File: config.mk
export PLATFORM = sky130hd
export DESIGN_NAME = pipe_frontend_ctrl
export DESIGN_NICKNAME = d
export VERILOG_FILES = /design/src/rtl/pipe_frontend_ctrl.sv
export SDC_FILE = /design/constraint.sdc
export NUM_CORES = 1
export LEC_CHECK = 0
export CAP_MARGIN = 10
export CORE_MARGIN = 2
export CORE_UTILIZATION = 55
export DETAILED_ROUTE_END_ITERATION = 8
export DONT_BUFFER_PORTS = 1
export PLACE_DENSITY = 0.66
export SYNTH_ARGS = -nofsm -noshare
export SYNTH_HDL_FRONTEND = slang
export SYNTH_SLANG_ARGS = --single-unit
File: constraint.sdc
create_clock -name clk -period 2 [get_ports clk]
set_input_delay 0.3 -clock clk [delete_from_list [all_inputs] [get_ports clk]]
set_output_delay 0.3 -clock clk [all_outputs]
set_load 0.05 [all_outputs]
File: src/rtl/pipe_frontend_ctrl.sv
// rtl/pipe_frontend_ctrl.sv - front-end hazard/sequencing controller with fetch watchdog
module pipe_frontend_ctrl #(
  parameter int TIMEOUT = 64,
  parameter int CNT_W   = 16
) (
  input  logic             clk,
  input  logic             rst,
  input  logic [4:0]       id_rs,
  input  logic [4:0]       id_rt,
  input  logic             ex_mem_read,
  input  logic [4:0]       ex_rt,
  input  logic             redirect,
  input  logic             imem_ready,
  output logic             imem_req,
  output logic             pc_write,
  output logic             ifid_write,
  output logic             ifid_flush,
  output logic             idex_bubble,
  output logic             fault,
  output logic [CNT_W-1:0] stall_cnt,
  output logic [CNT_W-1:0] flush_cnt
);

  localparam int WAIT_W = $clog2(TIMEOUT + 1);
  localparam logic [WAIT_W-1:0] TIMEOUT_V = WAIT_W'(TIMEOUT);

  localparam logic [1:0] S_RUN       = 2'd0;
  localparam logic [1:0] S_IMEM_WAIT = 2'd1;
  localparam logic [1:0] S_FAULT     = 2'd2;

  logic [1:0]        state_q, state_d;
  logic [WAIT_W-1:0] wait_cnt_q, wait_cnt_d;
  logic [CNT_W-1:0]  stall_cnt_q, stall_cnt_d;
  logic [CNT_W-1:0]  flush_cnt_q, flush_cnt_d;

  logic load_use;
  logic flush_apply;
  logic stall_inc;

  // r0 is hardwired zero, so a load into it can never create a dependency
  assign load_use = ex_mem_read & (ex_rt != 5'd0) & ((ex_rt == id_rs) | (ex_rt == id_rt));

  always_comb begin
    imem_req    = 1'b0;
    pc_write    = 1'b0;
    ifid_write  = 1'b0;
    ifid_flush  = 1'b1;
    idex_bubble = 1'b1;
    fault       = 1'b0;
    if (rst) begin
      imem_req = 1'b0;
    end else if (state_q == S_FAULT) begin
      fault = 1'b1;
    end else begin
      imem_req = 1'b1;
      // a frozen fetch holds any branch in ID, so redirect is re-presented later
      if (!imem_ready || load_use) begin
        ifid_flush = 1'b0;
      end else begin
        pc_write    = 1'b1;
        ifid_write  = 1'b1;
        ifid_flush  = redirect;
        idex_bubble = 1'b0;
      end
    end
  end

  assign flush_apply = ~rst & (state_q != S_FAULT) & imem_ready & ~load_use & redirect;
  assign stall_inc   = ~rst & (state_q != S_FAULT) & ~pc_write;

  always_comb begin
    state_d    = state_q;
    wait_cnt_d = wait_cnt_q;
    case (state_q)
      S_RUN: begin
        if (!imem_ready) begin
          state_d    = S_IMEM_WAIT;
          wait_cnt_d = WAIT_W'(1);
        end
      end
      S_IMEM_WAIT: begin
        if (imem_ready) begin
          state_d    = S_RUN;
          wait_cnt_d = '0;
        end else begin
          wait_cnt_d = wait_cnt_q + WAIT_W'(1);
          if (wait_cnt_d == TIMEOUT_V) state_d = S_FAULT;
        end
      end
      default: begin
        state_d = S_FAULT;
      end
    endcase
  end

  always_comb begin
    stall_cnt_d = stall_cnt_q;
    flush_cnt_d = flush_cnt_q;
    if (stall_inc && (stall_cnt_q != '1)) stall_cnt_d = stall_cnt_q + CNT_W'(1);
    if (flush_apply && (flush_cnt_q != '1)) flush_cnt_d = flush_cnt_q + CNT_W'(1);
  end

  always_ff @(posedge clk) begin
    if (rst) begin
      state_q     <= S_RUN;
      wait_cnt_q  <= '0;
      stall_cnt_q <= '0;
      flush_cnt_q <= '0;
    end else begin
      state_q     <= state_d;
      wait_cnt_q  <= wait_cnt_d;
      stall_cnt_q <= stall_cnt_d;
      flush_cnt_q <= flush_cnt_d;
    end
  end

  assign stall_cnt = stall_cnt_q;
  assign flush_cnt = flush_cnt_q;

endmodule

==> summary.md, run 1 <==
| Metric | Value |
|---|---|
| Status | completed |
| Top_reg_cell synth | dfxtp_1 |
| GRT Overall Usage | between 20% and 30% |
| Total Negative Setup Slacks | 0 ns |
| Post-DR wirelength/cell | roughly 14 µm |
| 1st-pass router iterations | 4 |
| Final setup viols | 0 |
| Port Buffers | 0 |
| Number of global-route vias before repair | between 1.5k and 2k |
| Commonest non-fill, non-tap cells in the layout | buf_4, a21oi_1, nor2_1 |
| DIE AREA | around 4600 µm² |
| Unrepaired setup endpoints after global routing | yes |
| Initial antenna violation count | 0 |
| Average cell area after synthesis | approximately 8.4 µm² |
| # IOs | a little under 60 |
| Final Hold Vio Count | 0 |
| Mapped Cells | 268 |
| Worst path bufs/invs | 1 |
| Total gr overflow | 0 |
| First-pass GRT wire length | 8090 µm |
| Inst Count DP | 356 |
| Fraction of layout cells with a size suffix above 1 | about 30% |
| Antenna Nets Post-Route | 0 |
| Critical path required time | 2.23 ns |
| Root Driver | clkbuf_8 |
| Tcrit/Tclk final | roughly 96% |
| FFs w/ async S/R, synth | 0% |
| FP Rows | 23 |
| Max FO, Critical Path | 15 |
| CP top delay family | simple AND/OR/NAND/NOR gates |
| CTS Buf Count | 5 |
| Core area | 3970 µm² |
| Power Density | between 500 and 600 nW/µm² |
| Final Slew Violations | 0 |
| Worst min path class | in2reg |
| Clk pin slew, worst setup/hold paths | around 0.080 ns |
| Worst-Margin Slew | just over 0.7 ns |
| Clock buffer depth | 2 |
| CP Class | reg2reg |
| Static leakage | approximately 1.0 nW |
| Depth of the CTS H-tree | 2 |
| CP cell instances | ha_1 > and3_4 > a32oi_2 > nand3_4 > buf_4 > or3_1 > a21oi_1 |
| Placed inst area | 2680 µm² |
| WP data arrival | roughly 2.2 ns |
| Crit. End Element | register |
| Crit path launch type | register |
| Diode count | 0 |
| Final std cells w/o fill | between 300 and 400 |
| DRT Wirelength | just over 5000 µm |
| Area Growth Syn to Fin | 24.7% |
| Vias | ~2.2k |
| Achievable Freq | between 0.5 and 0.6 GHz |
| Synthesized area | between 2000 and 2500 µm² |
| Synth Warn # | 0 |
| Layout Nets | ~340 |
| Residual DRC | 0 |
| Tmin final | between 1.5 and 2 ns |
| CTS tree | done |
| Seq/Total Area, Yosys | ~37% |
| Clock skew | 0.00827 ns |
| DRT iter0 DRCs | 120 |
| DP HPWL | approximately 3800 µm |
| Yosys cell types | 53 |
| Initial Util | 56.5% |
| Pin count of the biggest net entering global routing | 45 |
| Final design area excluding fillers | approximately 2800 µm² |
| Syn nets | approximately 290 |
| GP Congestion | between 0.8 and 0.9 |
| Final core utilization | around 70% |
| Relative slew slack | between 50% and 60% |
| Slowest CP cell | or3_1 |
| DR vias/cell | just under 6 |
| Post-synth EDFFs | 0 |
| Power, Total | approximately 1.5 mW |
| Clock Latency Late Sink | ~0.30 ns |
| Crit path largest cell delay | 0.34 ns |
| Clock sinks | approximately 40 |
| Commonest non-fill, non-tap cell in the layout | buf_4 |
| Max-cap violation count | 0 |
| Yosys reg bits | 41 |
| Max VDD drop | approximately 0.35 mV |
| Chip height | 67.9 µm |
| Die width | about 68 µm |
-- power by group --
part / total [mW] / internal, mW / leakage (nW) / switching (mW)
combinational: 0.173 / 0.0704 / 0.629 / 0.102
sequential: 0.823 / 0.818 / 0.343 / 0.00500
clock: 0.531 / 0.248 / 0.0395 / 0.282
-- state kept, by name, summed over array words and instances (netlist names) --
signal and count:
flush_cnt 16, stall_cnt 16, state_q 2, wait_cnt_q 7
-- Yosys cell counts, types with 2 or more instances --
master    number  area share, %
and3_1         4            1.1
nor4_1         3           0.84
buf_4          3            1.0
nor2_1        22            3.7
nand3_1       18            4.0
nand2_1       17            2.8
xor2_1         3            1.2
a22oi_1        5            1.7
a21oi_1       25            5.6
nand4_1        9            2.5
inv_1          9            1.5
mux2_2         2            1.0
or4_1          9            3.0
nor3_1         5            1.1
o21ai_1        4           0.89
o31ai_1        9            3.0
xnor2_1       10            3.9
a211oi_1       2           0.67
clkbuf_1       4           0.67
or3_1         14            3.9
dfxtp_1       41             37
o21ai_0       13            2.9
mux2i_1        3            1.3
ha_1           3            1.7
buf_6          3            1.5
-- per-stage QoR --
stage	hold WS, ns	setup slack [ns]
3_3_place_gp	0.365	0.00970
3_5_place_dp	0.367	-0.0158
6_report	0.0529	0.0755
4_1_cts	0.0482	0.0464
5_1_grt	0.0390	-0.0217
2_1_floorplan	0.477	-0.0215
-- repair_timing --
item | CTS | global route
setup endpoints to repair | 1 | 10
gates resized for setup | 1 | 2
endpoints found under the hold margin | 0 | 0
pin swaps | 0 | 2
setup buffers | 0 | 3
hold buffers | 0 | 0
-- cell families after synthesis --
group	synth area share (%)
AO/OA/AOI/OAI	22.2
XOR/XNOR	5.08
adder cells (fa/ha/maj)	1.67
buffers and inverters	5.24
flip-flops	36.6
multiplexers	2.34
AND/OR/NAND/NOR	26.9
-- routing by layer --
layer | GRT usage (%) | up-vias | part of all wire (%)
met5 | 0 | - | 0
met4 | 7.50 | 0 | 1.3
met3 | 6.74 | 7 | 5.6
met2 | 37.5 | 55 | 47
met1 | 29.3 | 1004 | 46
li1 | - | 1097 | -
-- path summary, 6_finish.rpt --
path / start / end / slack, ns / cells past startpoint
setup / recovery: stall_cnt[0] / stall_cnt[3] / 0.08 / 7
hold / removal: rst / flush_cnt[14] / 0.05 / 1
setup reg to reg: stall_cnt[0] / stall_cnt[3] / 0.08 / 7
hold reg to reg: stall_cnt[12] / stall_cnt[12] / 0.51 / 2
-- layout make-up --
type / count / area, µm²
repair buffers: 53 / 430
flip-flops and latches: 41 / 858
inverters: 10 / 37.5
well taps: 50 / 62.6
multi-input cells: 205 / 1330
fillers: 345 / 1170
clock buffers: 8 / 80.1
Power figures use the tool's default switching activity.
==> inputs of run 2 (changes only) <==
Settings changed: CORE_UTILIZATION 55 to 29, PLACE_DENSITY 0.66 to 0.39.
==> run 2 against run 1 <==
Against the previous run:
- hold slack better by 0.0026 ns
- routed wire length increased by 19%
- non-clock buffer count increased by 13
- clock power shrank 1%
- sequential cell count stayed put
- cell area grew 7.7%
- critical endpoint is now stall_cnt[9]
==> summary.md, run 2 (synthesis gave the netlist of run 1 again) <==
| Metric | Value |
|---|---|
| Depth of the CTS H-tree | 2 (unchanged) |
| Port Buffers | 0 (unchanged) |
| DIE AREA | 8460 µm² (was 4610 µm²) |
| Max VDD drop | 0.214 mV (was 0.345 mV) |
| Final design area excluding fillers | 3010 µm² (was 2800 µm²) |
| Residual DRC | 0 (unchanged) |
| FP Rows | 32 (was 23) |
| DRT Wirelength | 6130 µm (was 5160 µm) |
| Max FO, Critical Path | 7 (was 15) |
| Final Hold Vio Count | 0 (unchanged) |
| # IOs | 58 (unchanged) |
| Crit path launch type | register (unchanged) |
| Placed inst area | 2800 µm² (was 2680 µm²) |
| CP Class | reg2reg (unchanged) |
| Core area | 7610 µm² (was 3970 µm²) |
| Root Driver | clkbuf_8 (unchanged) |
| Total gr overflow | 0 (unchanged) |
| Chip height | 92.0 µm (was 67.9 µm) |
| Final setup viols | 0 (unchanged) |
| Max-cap violation count | 0 (unchanged) |
| WP data arrival | 2.15 ns (about the same) |
| Status | completed (unchanged) |
| 1st-pass router iterations | 4 (unchanged) |
| Clock sinks | 41 (unchanged) |
| Worst-Margin Slew | 0.621 ns (was 0.720 ns) |
| Pin count of the biggest net entering global routing | 45 (unchanged) |
| Clock buffer depth | 2 (unchanged) |
| Worst min path class | in2reg (unchanged) |
| Final std cells w/o fill | 433 (was 367) |
| Tmin final | 1.93 ns (was 1.92 ns) |
| Initial Util | 29.5% (was 56.5%) |
| Power, Total | 1.55 mW (was 1.53 mW) |
| Post-DR wirelength/cell | 14.2 µm (was 14.0 µm) |
| CTS tree | done (unchanged) |
| DP Worst Slack | -0.0338 ns (was -0.0158 ns) |
| Commonest non-fill, non-tap cell in the layout | buf_4 (unchanged) |
| GP Congestion | 0.731 (was 0.803) |
| Layout Nets | 353 (was 339) |
| Hold-fix buffers at CTS | 0 (unchanged) |
| Final WS setup | 0.0725 ns (was 0.0755 ns) |
| DR vias/cell | 5.03 (was 5.89) |
| Clk pin slew, worst setup/hold paths | 0.08 ns (about the same) |
| First-pass GRT wire length | 10,200 µm (was 8090 µm) |
| Commonest non-fill, non-tap cells in the layout | buf_4, a21oi_1, nor2_1 (unchanged) |
| Achievable Freq | 0.519 GHz (was 0.520 GHz) |
| Inst Count DP | 416 (was 356) |
| GRT Overall Usage | 14.8% (was 23.0%) |
| Antenna Nets Post-Route | 0 (unchanged) |
| Power Density | 514 nW/µm² (was 546 nW/µm²) |
| Vias | 2,178 (was 2,163) |
| Diode count | 0 (unchanged) |
| Relative slew slack | 58.6% (was 51.5%) |
| CTS Buf Count | 5 (unchanged) |
| DP HPWL | 4400 µm (was 3810 µm) |
| Fraction of layout cells with a size suffix above 1 | 34.4% (was 29.7%) |
| Number of global-route vias before repair | 2,040 (was 1,845) |
| Initial antenna violation count | 0 (unchanged) |
| Clock Latency Late Sink | 0.29 ns (was 0.30 ns) |
| Static leakage | 1.07 nW (was 1.01 nW) |
| Final Slew Violations | 0 (unchanged) |
| Area Growth Syn to Fin | 34.3% (was 24.7%) |
| Crit. End Element | register (unchanged) |
| DRT iter0 DRCs | 84 (was 120) |
| Tcrit/Tclk final | 96.4% (was 96.2%) |
| Critical path required time | 2.22 ns (was 2.23 ns) |
| WHS | 0.0556 ns (was 0.0529 ns) |
| Die width | 92.0 µm (was 67.9 µm) |
| Clock skew | 0.00294 ns (was 0.00827 ns) |
## run 2: final cells by class
type,count,area (µm²)
clock buffer,8,80.1
fill,814,4590
inverter,10,37.5
multi-input combinational,206,1380
sequential,41,858
tap,102,128
timing repair buffer,66,528
## run 2: final timing paths
path	slack [ns]	cells past startpoint	endpoint	start
worst max-delay path	0.07	6	stall_cnt[9]	stall_cnt[4]
worst min-delay path	0.06	1	stall_cnt[7]	rst
worst max register to register	0.07	6	stall_cnt[9]	stall_cnt[4]
worst min register to register	0.50	2	stall_cnt[12]	stall_cnt[12]
## run 2: worst max-delay path, stage by stage, from the launching register on
cell and delay, ns:
dfxtp_2 0.32, and3_4 0.17, and3_4 0.19, a32oi_4 0.31, nand3_2 0.20, or4_1 0.52
a21oi_1 0.15
## run 2: report_power, final
group | internal, mW | switching (mW) | total, mW
Clock | 0.248 | 0.276 | 0.525
Sequential | 0.818 | 0.00614 | 0.824
Combinational | 0.0887 | 0.111 | 0.200
Total | 1.15 | 0.394 | 1.55
## run 2: stage by stage
step	util, %	TNS (ns)
after CTS	38.0	0
after global routing	39.6	-0.0163
after floorplan	-	-0.0215
final	39.6	0
after detailed placement	36.9	-0.129
after global placement	36.9	-0.0192
## run 2: timing repair
item	in CTS	in global routing
setup endpoints to repair	2	13
resized for setup	1	10
setup buffers	0	8
pin swaps	0	6
gates cloned	0	1
## run 2: routing by layer
| metal | GRT usage (%) | routed length [µm] | up-vias |
|---|---|---|---|
| met5 | 0 | 0 | - |
| met2 | 23.7 | 2810 | 43 |
| met1 | 19.7 | 2990 | 1006 |
| li1 | - | - | 1124 |
| met4 | 4.48 | 63 | 0 |
| met3 | 3.53 | 272 | 5 |
==> inputs of run 3 (changes only) <==
Settings changed: ABC_AREA set to 1, SLEW_MARGIN set to 10.
==> run 3 against run 2 <==
Against the previous run:
- core utilization decreased by 4.1 points
- clock-buffer cell count decreased by 3
- synthesized area increased by 18%
- die area increased by 18%
- setup slack improved by 0.20 ns
- global-route usage increased by 0.31 points
- register-to-register slack improved by 0.24 ns
- sequential cell count unchanged
- cell area increased by 3.7%
- power increased by 1.3%
- non-clock buffer count decreased by 24
- critical endpoint is now pc_write
- largest power group unchanged
==> summary.md, run 3 <==
| Metric | Value |
|---|---|
| Crit path launch type | register (unchanged) |
| Tmin final | 1.72 ns (was 1.93 ns) |
| Tcrit/Tclk final | 86.1% (was 96.4%) |
| Core area | 8810 µm² (was 7610 µm²) |
| Cts repair resizes | 0 (was 1) |
| Placed inst area | 3050 µm² (was 2800 µm²) |
| Final WS setup | 0.277 ns (was 0.0725 ns) |
| Root Driver | clkbuf_8 (unchanged) |
| DRT Wirelength | 7220 µm (was 6130 µm) |
| Worst reg2reg endpoint | stall_cnt[1] (was stall_cnt[9]) |
| Antenna Nets Post-Route | 0 (unchanged) |
| Critical path required time | 1.70 ns (was 2.22 ns) |
| Yosys cell types | 28 (was 53) |
| Final Slew Violations | 0 (unchanged) |
| Post-synth EDFFs | 0 (unchanged) |
| WHS | 0.0560 ns (was 0.0556 ns) |
| GRT Overall Usage | 15.1% (was 14.8%) |
| Total gr overflow | 0 (unchanged) |
| Met2 WL | 3430 µm (was 2810 µm) |
| Final Hold Vio Count | 0 (unchanged) |
| CP cell instances | inv_1 > nand2_1 > nand2_1 > buf_4 > nor2_4 > buf_4 (was and3_4 > and3_4 > a32oi_4 > nand3_2 > or4_1 > a21oi_1) |
| FFs w/ async S/R, synth | 0% (unchanged) |
| DP HPWL | 5370 µm (was 4400 µm) |
| Power, Total | 1.57 mW (was 1.55 mW) |
| Residual DRC | 0 (unchanged) |
| Die width | 99.7 µm (was 92.0 µm) |
| Status | completed (unchanged) |
| Post-synth top area share | 30.9% (was 36.6%) |
| DRT iter0 DRCs | 69 (was 84) |
| Post-CTS Setup Inserts | 0 (unchanged) |
| Worst Hold End | flush_cnt[8] (was stall_cnt[7]) |
| DIE AREA | 9940 µm² (was 8460 µm²) |
| CTS tree | done (unchanged) |
| Max VDD drop | 0.209 mV (was 0.214 mV) |
| Yosys top cell by area | dfxtp_1 (unchanged) |
| Clock sinks | 41 (unchanged) |
| WP data arrival | 1.42 ns (was 2.15 ns) |
| Fraction of layout cells with a size suffix above 1 | 17.0% (was 34.4%) |
| Initial antenna violation count | 0 (unchanged) |
| Hold-fix buffers at CTS | 0 (unchanged) |
| Total Negative Setup Slacks | 0 ns (unchanged) |
| Synth Warn # | 0 (unchanged) |
| Met3 WL post-DR | 356 µm (was 272 µm) |
| Commonest cells post-synth | nand2_1, nor2_1, dfxtp_1, inv_1, nand3_1 (was dfxtp_1, a21oi_1, nor2_1, nand3_1, nand2_1) |
| Relative slew slack | 51.9% (was 58.6%) |
| 1st-pass router iterations | 4 (unchanged) |
| Synthesized area | 2660 µm² (was 2240 µm²) |
| Post-DR wirelength/cell | 13.3 µm (was 14.2 µm) |
| Achievable Freq | 0.581 GHz (was 0.519 GHz) |
| Max-cap violation count | 0 (unchanged) |
| Synth area leaders | dfxtp_1, nand2_1, nand3_1, xor2_1, nor2_1 (was dfxtp_1, a21oi_1, nand3_1, or3_1, xnor2_1) |
| Power Density | 502 nW/µm² (was 514 nW/µm²) |
| Reg2Reg Setup Slack | 0.31 ns (was 0.07 ns) |
| Top_reg_cell synth | dfxtp_1 (unchanged) |
| Final design area excluding fillers | 3120 µm² (was 3010 µm²) |
| Depth of the CTS H-tree | 2 (unchanged) |
| Yosys reg bits | 41 (unchanged) |
| Cell with the most instances after synthesis | nand2_1 (was dfxtp_1) |
| Commonest non-fill, non-tap cells in the layout | nand2_1, nor2_1, inv_1, buf_4, dfxtp_1 (was buf_4, a21oi_1, nor2_1) |
| Crit. End Element | output port (was register) |
| Static leakage | 1.21 nW (was 1.07 nW) |
| Slowest CP cell | dfxtp_1 (was or4_1) |
| Clock skew | 0.0108 ns (was 0.00294 ns) |
| Average cell area after synthesis | 6.62 µm² (was 8.37 µm²) |
| Commonest non-fill, non-tap cell in the layout | nand2_1 (was buf_4) |
| Mapped Cells | 401 (was 268) |
| Clock Latency Late Sink | 0.30 ns (was 0.29 ns) |
| Crit path largest cell delay | 0.33 ns (was 0.52 ns) |
| # IOs | 58 (unchanged) |
| Reg-to-reg startpoint | stall_cnt[0] (was stall_cnt[4]) |
| Highest routed layer | met4 (unchanged) |
| Vias | 2,562 (was 2,178) |
| Pin count of the biggest net entering global routing | 38 (was 45) |
| First-pass GRT wire length | 12,000 µm (was 10,200 µm) |
| Worst min path class | in2reg (unchanged) |
| GP Congestion | 0.778 (was 0.731) |
| Clk pin slew, worst setup/hold paths | 0.08 ns (about the same) |
| Chip height | 99.7 µm (was 92.0 µm) |
| FP Rows | 34 (was 32) |
| R2R depth | 10 (was 6) |
| CP Class | reg2out (was reg2reg) |
| CTS Buf Count | 5 (unchanged) |
| Unrepaired setup endpoints after global routing | no |
| Final setup viols | 0 (unchanged) |
| Initial Util | 30.2% (was 29.5%) |
| Clock buffer depth | 2 (unchanged) |
| DR vias/cell | 4.72 (was 5.03) |
| Syn nets | 424 (was 291) |
| Hold Path Cell Cnt | 1 (unchanged) |
| Max FO, Critical Path | 3 (was 7) |
| Diode count | 0 (unchanged) |
| Met1 wire length | 3370 µm (was 2990 µm) |
| Port Buffers | 0 (unchanged) |
| Worst-Margin Slew | 0.714 ns (was 0.621 ns) |
| HP Start | rst (unchanged) |
| Seq/Total Area, Yosys | 30.9% (was 36.6%) |
| DP Worst Slack | 0.258 ns (was -0.0338 ns) |
| Number of global-route vias before repair | 2,386 (was 2,040) |
| Area Growth Syn to Fin | 17.7% (was 34.3%) |
| Layout Nets | 459 (was 353) |
==> run 3: cell types whose count changed in the layout (fill, tap and decap cells not counted), sizes merged, moves of 10 or more <==
cell	before	now
buf	66	42
nand3	20	36
or3	14	0
nand2	17	104
nor2	22	46
xor2	3	20
inv	10	47
a21oi	26	36
o21ai	18	7
nand4	9	19
or4	10	0
==> run 3: area by class of cell <==
cell class	instances	area (µm²)
Clock buffer	5	68.8
Clock inverter	1	5.00
Fill cell	995	5680
Inverter	47	176
Multi-Input combinational cell	299	1590
Sequential cell	41	823
Tap cell	108	135
Timing Repair Buffer	42	328
==> run 3: layer usage <==
layer	global-route usage (%)	vias up
li1	-	1357
met1	19.4	1150
met2	25.2	49
met3	3.72	6
met4	3.90	0
met5	0	-
==> run 3: kinds of logic (layout without fill, tap and decap cells) <==
logic type                 count (synthesis)  in the layout  share of synthesized area (%)
and+or+nand+nor                          218            218                           37.4
buffers and inverters                     61             95                           9.57
AOI/OAI and AO/OA                         46             46                           10.2
DFF                                       41             41                           30.9
xor gates and xnor gates                  32             32                           10.6
adders and majority gates                  3              3                           1.41
==> run 3: worst max-delay path by stage <==
stage	from	to
detailed placement	ex_rt[0]	pc_write
finish	state_q[0]	pc_write
floorplan	flush_cnt[0]	flush_cnt[2]
global route	ex_rt[0]	ifid_write
global placement	ex_rt[0]	pc_write
CTS	state_q[0]	pc_write
==> run 3: power breakdown <==
group / switching [mW] / internal, mW
Sequential: 0.00820 / 0.827
Combinational: 0.150 / 0.0643
Clock: 0.289 / 0.230
==> run 3: critical path, delay by kind of cell (launching register included) <==
kind	cells	cell delay (ns)
buf+inv	3	0.52
flops	1	0.33
simple gates	3	0.27
==> run 3: stage by stage <==
stage,util (%),cells
after global routing,35.5,543
final,35.5,543
after CTS,35.5,543
after global placement,34.6,537
after floorplan,-,401
after detailed placement,34.6,537
